$ cat config.mk
export PLATFORM = sky130hd
export DESIGN_NAME = reflet_bus_arbiter_flat
export DESIGN_NICKNAME = d
export VERILOG_FILES = /design/src/rtl/reflet_bus_pkg.sv /design/src/rtl/reflet_bus_arbiter_if.sv /design/src/rtl/reflet_bus_arbiter.sv /design/src/flat_wrapper.sv
export SDC_FILE = /design/constraint.sdc
export NUM_CORES = 1
export LEC_CHECK = 0
export BUFFER_PORTS_ARGS = -buffer_cell sky130_fd_sc_hd__buf_2
export CORE_AREA = 5 5 74 76
export CTS_CLUSTER_DIAMETER = 50
export CTS_CLUSTER_SIZE = 14
export DETAILED_ROUTE_END_ITERATION = 10
export DIE_AREA = 0 0 79 81
export GPL_TIMING_DRIVEN = 0
export PLACE_DENSITY = 0.77
export RECOVER_POWER = 100
export SYNTH_ARGS = -nofsm -noshare
export SYNTH_HDL_FRONTEND = slang
export SYNTH_SLANG_ARGS = --single-unit
$ cat constraint.sdc
create_clock -name clk -period 1.9 [get_ports clk]
set_input_delay 0.285 -clock clk [delete_from_list [all_inputs] [get_ports clk]]
set_output_delay 0.285 -clock clk [all_outputs]
set_load 0.05 [all_outputs]
$ cat src/rtl/reflet_bus_pkg.sv
// Shared definitions for the Reflet two-master bus arbiter: FSM state encoding
// and the owner status codes shown on the debug port.
package reflet_bus_pkg;

   typedef enum logic [1:0] {
      IDLE = 2'd0,
      OWN0 = 2'd1,
      OWN1 = 2'd2,
      TURN = 2'd3
   } arb_state_t;

   localparam logic [1:0] OWNER_NONE = 2'b00;
   localparam logic [1:0] OWNER_M0   = 2'b01;
   localparam logic [1:0] OWNER_M1   = 2'b10;

endpackage

$ cat src/rtl/reflet_bus_arbiter_if.sv
// One Reflet master link: the master drives request/address/data/strobe and
// the arbiter answers with the enable that stalls or runs that master.
interface reflet_bus_arbiter_if #(
   parameter int wordsize = 16
);
   logic                req;
   logic [wordsize-1:0] addr;
   logic [wordsize-1:0] data_out;
   logic                write_en;
   logic                enable;

   modport master (output req, addr, data_out, write_en, input enable);
   modport slave  (input req, addr, data_out, write_en, output enable);
endinterface

$ cat src/rtl/reflet_bus_arbiter.sv
// Round-robin arbiter sharing one synchronous memory port between two Reflet
// masters, with bounded bursts and a one-cycle turnaround between owners.
module reflet_bus_arbiter
   import reflet_bus_pkg::*;
#(
   parameter int wordsize  = 16,
   parameter int max_burst = 8
) (
   input  logic                clk,
   input  logic                reset,
   reflet_bus_arbiter_if.slave m0,
   reflet_bus_arbiter_if.slave m1,
   output logic [wordsize-1:0] data_out,
   output logic [wordsize-1:0] mem_addr,
   output logic [wordsize-1:0] mem_data_out,
   output logic                mem_write_en,
   input  logic [wordsize-1:0] mem_data_in,
   output logic [1:0]          owner
);

   localparam int              CW   = $clog2(max_burst) + 1;
   localparam logic [CW-1:0]   LAST = CW'(max_burst - 1);

   arb_state_t          state, next_state;
   logic [CW-1:0]       counter, next_counter;
   logic                rr;
   logic [wordsize-1:0] hold_addr;

   // rr remembers the last owner (0 = m0, 1 = m1); in TURN it is the previous
   // owner, so the waiting master is ~rr. Counter restarts on every new grant.
   always_comb begin
      next_state   = state;
      next_counter = '0;
      case (state)
         IDLE: begin
            if (m0.req && m1.req) next_state = rr ? OWN0 : OWN1;
            else if (m0.req)      next_state = OWN0;
            else if (m1.req)      next_state = OWN1;
         end
         OWN0: begin
            if (!m0.req)                         next_state = m1.req ? TURN : IDLE;
            else if (m1.req && counter == LAST)  next_state = TURN;
            else begin
               next_state   = OWN0;
               next_counter = (counter == LAST) ? counter : counter + 1'b1;
            end
         end
         OWN1: begin
            if (!m1.req)                         next_state = m0.req ? TURN : IDLE;
            else if (m0.req && counter == LAST)  next_state = TURN;
            else begin
               next_state   = OWN1;
               next_counter = (counter == LAST) ? counter : counter + 1'b1;
            end
         end
         TURN: begin
            if (rr ? m0.req : m1.req)      next_state = rr ? OWN0 : OWN1;
            else if (rr ? m1.req : m0.req) next_state = rr ? OWN1 : OWN0;
            else                           next_state = IDLE;
         end
         default: next_state = IDLE;
      endcase
   end

   // hold_addr keeps the last owner's address so TURN/IDLE present a stable
   // address rather than whatever a stalled master happens to drive.
   always_ff @(posedge clk or posedge reset) begin
      if (reset) begin
         state     <= IDLE;
         counter   <= '0;
         rr        <= 1'b1;
         hold_addr <= '0;
      end else begin
         state   <= next_state;
         counter <= next_counter;
         if (next_state == OWN0)      rr <= 1'b0;
         else if (next_state == OWN1) rr <= 1'b1;
         if (state == OWN0)      hold_addr <= m0.addr;
         else if (state == OWN1) hold_addr <= m1.addr;
      end
   end

   // Everything below depends only on registered state, so a request can never
   // reach an enable combinationally and writes are gated to owned cycles.
   always_comb begin
      m0.enable    = 1'b0;
      m1.enable    = 1'b0;
      owner        = OWNER_NONE;
      mem_addr     = hold_addr;
      mem_data_out = '0;
      mem_write_en = 1'b0;
      case (state)
         OWN0: begin
            m0.enable    = 1'b1;
            owner        = OWNER_M0;
            mem_addr     = m0.addr;
            mem_data_out = m0.data_out;
            mem_write_en = m0.write_en;
         end
         OWN1: begin
            m1.enable    = 1'b1;
            owner        = OWNER_M1;
            mem_addr     = m1.addr;
            mem_data_out = m1.data_out;
            mem_write_en = m1.write_en;
         end
         default: ;
      endcase
   end

   assign data_out = mem_data_in;

endmodule

$ cat src/flat_wrapper.sv
// flat-port wrapper written by rule: the top's interface ports become plain ports
module reflet_bus_arbiter_flat import reflet_bus_pkg::*;
#(
   parameter int wordsize  = 16,
   parameter int max_burst = 8
)
  (clk, reset, data_out, mem_addr, mem_data_out, mem_write_en, mem_data_in, owner, m0_req, m0_addr, m0_data_out, m0_write_en, m0_enable, m1_req, m1_addr, m1_data_out, m1_write_en, m1_enable);
  reflet_bus_arbiter_if #(.wordsize(wordsize)) m0_i ();
  reflet_bus_arbiter_if #(.wordsize(wordsize)) m1_i ();
  input  logic clk;
  input  logic reset;
  output logic [wordsize-1:0] data_out;
  output logic [wordsize-1:0] mem_addr;
  output logic [wordsize-1:0] mem_data_out;
  output logic mem_write_en;
  input  logic [wordsize-1:0] mem_data_in;
  output logic [1:0] owner;
  input wire logic [$bits(m0_i.req)-1:0] m0_req;
  input wire logic [$bits(m0_i.addr)-1:0] m0_addr;
  input wire logic [$bits(m0_i.data_out)-1:0] m0_data_out;
  input wire logic [$bits(m0_i.write_en)-1:0] m0_write_en;
  output wire logic [$bits(m0_i.enable)-1:0] m0_enable;
  input wire logic [$bits(m1_i.req)-1:0] m1_req;
  input wire logic [$bits(m1_i.addr)-1:0] m1_addr;
  input wire logic [$bits(m1_i.data_out)-1:0] m1_data_out;
  input wire logic [$bits(m1_i.write_en)-1:0] m1_write_en;
  output wire logic [$bits(m1_i.enable)-1:0] m1_enable;
  assign m0_i.req = m0_req;
  assign m0_i.addr = m0_addr;
  assign m0_i.data_out = m0_data_out;
  assign m0_i.write_en = m0_write_en;
  assign m0_enable = m0_i.enable;
  assign m1_i.req = m1_req;
  assign m1_i.addr = m1_addr;
  assign m1_i.data_out = m1_data_out;
  assign m1_i.write_en = m1_write_en;
  assign m1_enable = m1_i.enable;
  reflet_bus_arbiter #(.wordsize(wordsize), .max_burst(max_burst)) u_core (.clk(clk), .reset(reset), .m0(m0_i), .m1(m1_i), .data_out(data_out), .mem_addr(mem_addr), .mem_data_out(mem_data_out), .mem_write_en(mem_write_en), .mem_data_in(mem_data_in), .owner(owner));
endmodule
==> summary.txt <==
Mapped cell area = 1850 um2
Critical Path Slowest Stage Cell = dfrtp_2
Placed inst area = 2850 um2
Sink Count = 23
CTS tree = built
Hold Fails Final Rpt = 0
CP endpoint kind = output pin
Detailed Place HPWL = 4950 um
Clock-pin slew of the registers on the worst-case setup and hold paths = 0.09 ns
Core Rows = 25
Synth Net Count = 330
CTS Root Cell = clkbuf_8
Worst Clk Skew = 0.00461 ns
Remaining Overflow, GRT = 0
XOR/XNOR Fraction of Synth Area = 0
# IOs = 139
Placed Cells = 414
Post-DR vias/cell = 5.55
Overall routing resource usage = 0.224
Clock Latency Late Sink = 0.28 ns
Number of distinct library cells after synthesis = 32
Least-Margin Pin Slew = 0.887 ns
Critical-path maximum fanout = 10
Maximum VDD drop = 2.04 mV
Synth Area in Simple Gates = 0.213
Clock Path Buffers = 2
Crit path kind = flip-flop to output pin
Setup TNS = -3.71 ns
Post-synthesis share of cell area spent on full adders, half adders and majority gates = 0.0405
Total Routed Length = 8780 um
# Max-Cap Violations = 0
Tmin final = 2.06 ns
Fmax = 485 MHz
Combinational family with the most area after synthesis = compound AO/OA/AOI/OAI gates
Unrepaired setup endpoints after global routing = yes
Period utilization = 1.08
Register area share after synthesis = 0.311
Worst path required time = 1.62 ns
Core area = 4660 um2
Crit path DAT = 1.78 ns
WP buf/inv = 4
P_leak = 1.78 nW
Worst Hold Class = input pin to async pin
Fraction of layout cells with a size suffix above 1 = 0.666
Yosys top cell by area = dfrtp_1
Mux cell area share after synthesis = 0.0108
Total power = 9.39 mW
Final Non-Filler Cells = 447
DRT antenna net count = 0
Final Slew Violations = 0
DR vias = 2482
Fin nets = 485
Cts-stage hold buffer count = 0
# port buffers = 122
Drt first pass iters = 5
Synth top area cells = dfrtp_1 (30%), a21oi_1 (9.5%), buf_4 (8.9%)
Initial Util = 0.398
Fill count = 271
Final setup violation count = 34
Die span in y = 81 um
Mean Syn Cell Area = 7.79 um2
Syn. warnings = 0
Slew HR = 0.408
Antenna violations before repair = 1
PwrDens = 2450 nW/um2
Startpoint types = flip-flop
DRC Markers = 0
Num CTS Buffers = 3
Design area = 3830 um2
First-pass GRT wire length = 11400 um
#FFs+latches synth = 23
Failing checks = setup timing
Setup slack after layout = -0.161 ns
Die width = 79 um
Die Footprint = 6400 um2
Complex-gate fraction of the synthesized area = 0.292
Worst-path cell chain = inv_4, buf_4, ha_4, buf_8, nand2_1, a21oi_4, buf_6
Crit-path leading delay family = buffers and inverters
Status = complete, but fails checks
Iter 0 DRT Violations = 235
Vias in the first global route = 2400
GP Congestion = 0.887
DR WL/cell = 19.6 um
Largest net degree at the start of global routing = 24
H-Tree Depth = 1
Area grow syn2layout = 107%
Top cell type's share of synthesized area = 0.297
Gate Count Post-Synth = 238
CP max stage delay = 0.46 ns
repair_timing:
| action | in CTS | in global routing |
|---|---|---|
| buffers inserted | 15 | 14 |
| setup endpoints to repair | 42 | 35 |
| gates resized for setup | 150 | 50 |
| pin swaps | 17 | 18 |
| gates cloned | 2 | 2 |
worst paths after layout:
| check | from | end | slack, ns | cells past startpoint |
|---|---|---|---|---|
| min | reset | u_core.hold_addr[5] | 0.18 | 2 |
| min reg2reg | u_core.rr | u_core.rr | 0.49 | 2 |
| max in group asynchronous | reset | u_core.state[1] | 1.12 | 2 |
| max | u_core.state[0] | mem_addr[5] | -0.16 | 7 |
| max reg2reg | u_core.state[0] | u_core.rr | -0.07 | 9 |
| min in group clk | m1_addr[13] | u_core.hold_addr[13] | 0.25 | 3 |
placed cells by master (no fill, tap or decap), types with 3 or more instances in the layout:
master / n
ha_1: 3
nand2_1: 35
nor2_2: 4
buf_8: 10
clkbuf_1: 16
clkbuf_8: 3
a21oi_1: 18
dfrtp_1: 20
nand2_2: 4
nor2_1: 15
buf_6: 37
buf_2: 72
nor2b_2: 3
ha_4: 3
a21boi_4: 16
a21oi_4: 16
nor2b_4: 14
buf_4: 43
a22oi_2: 17
buf_12: 4
cell families (layout without fill, tap and decap cells):
kind of cell,after synthesis,in the layout
buf+inv,40,194
mux,2,2
flops,23,23
compound gates,84,84
other cells,0,1
fa+ha+maj,6,6
simple gates,83,83
cells in the mapped netlist:
| library cell | instances |
|---|---|
| o21ai_0 | 2 |
| nor2_1 | 19 |
| nand3_1 | 2 |
| and3b_1 | 2 |
| dfstp_2 | 1 |
| o21ai_1 | 2 |
| buf_2 | 10 |
| buf_4 | 22 |
| dfrtp_1 | 22 |
| o211ai_1 | 1 |
| mux2i_1 | 2 |
| inv_1 | 4 |
| o22ai_1 | 2 |
| o32ai_1 | 2 |
| a21oi_1 | 35 |
| a31oi_1 | 1 |
| ha_1 | 6 |
| nand3b_4 | 1 |
| inv_2 | 1 |
| a32o_2 | 1 |
| buf_1 | 1 |
| a22o_1 | 1 |
| o311ai_0 | 1 |
| a21boi_1 | 4 |
| a211o_1 | 1 |
| and3b_2 | 1 |
| a22oi_1 | 17 |
| clkbuf_1 | 2 |
| nand2_1 | 39 |
| nor2b_1 | 19 |
| o311a_1 | 1 |
| a21boi_0 | 13 |
registers in the layout, indices dropped and copies added, names as in the netlist:
register / count
u_core.counter: 4
u_core.rr: 1
u_core.state: 2
u_core.hold_addr: 16
per-stage QoR:
step	util	setup slack, ns	hold WS [ns]
CTS	0.771	-0.140	0.231
finish	0.822	-0.161	0.181
floorplan	-	-0.00453	0.286
detailed placement	0.612	-0.359	0.483
global route	0.822	-0.211	0.259
global placement	0.612	-0.318	0.474
worst register-to-register path: stages (launching register included):
cell and delay (ns):
dfrtp_2 0.43, buf_6 0.12, ha_4 0.15, buf_12 0.13
buf_6 0.13, nand2_1 0.08, a211o_1 0.25, o311a_1 0.14
ha_1 0.29, mux2i_1 0.18
metal layers:
metal / track usage / wire [um] / up-vias
met3: 0.0233 / 519 / 26
li1: - / - / 1123
met4: 0.0911 / 316 / 0
met5: 0 / 0 / -
met2: 0.439 / 4900 / 145
met1: 0.244 / 3040 / 1188
layout make-up:
type,instances,area (um2),share of cell area
Antenna cell,1,2.50,0.000653
Inverter,5,28.8,0.00751
Buffer,32,325,0.0849
Clock inverter,1,7.51,0.00196
Tap cell,54,67.6,0.0176
Clock buffer,3,41.3,0.0108
Timing Repair Buffer,153,1120,0.292
Sequential cell,23,579,0.151
Multi-Input combinational cell,175,1660,0.434
power by group:
group,switching (mW),internal (mW)
logic,4.54,3.69
clock network,0.184,0.149
registers,0.109,0.716
total,4.83,4.56
Note: power is estimated with default switching activity, not from simulation.
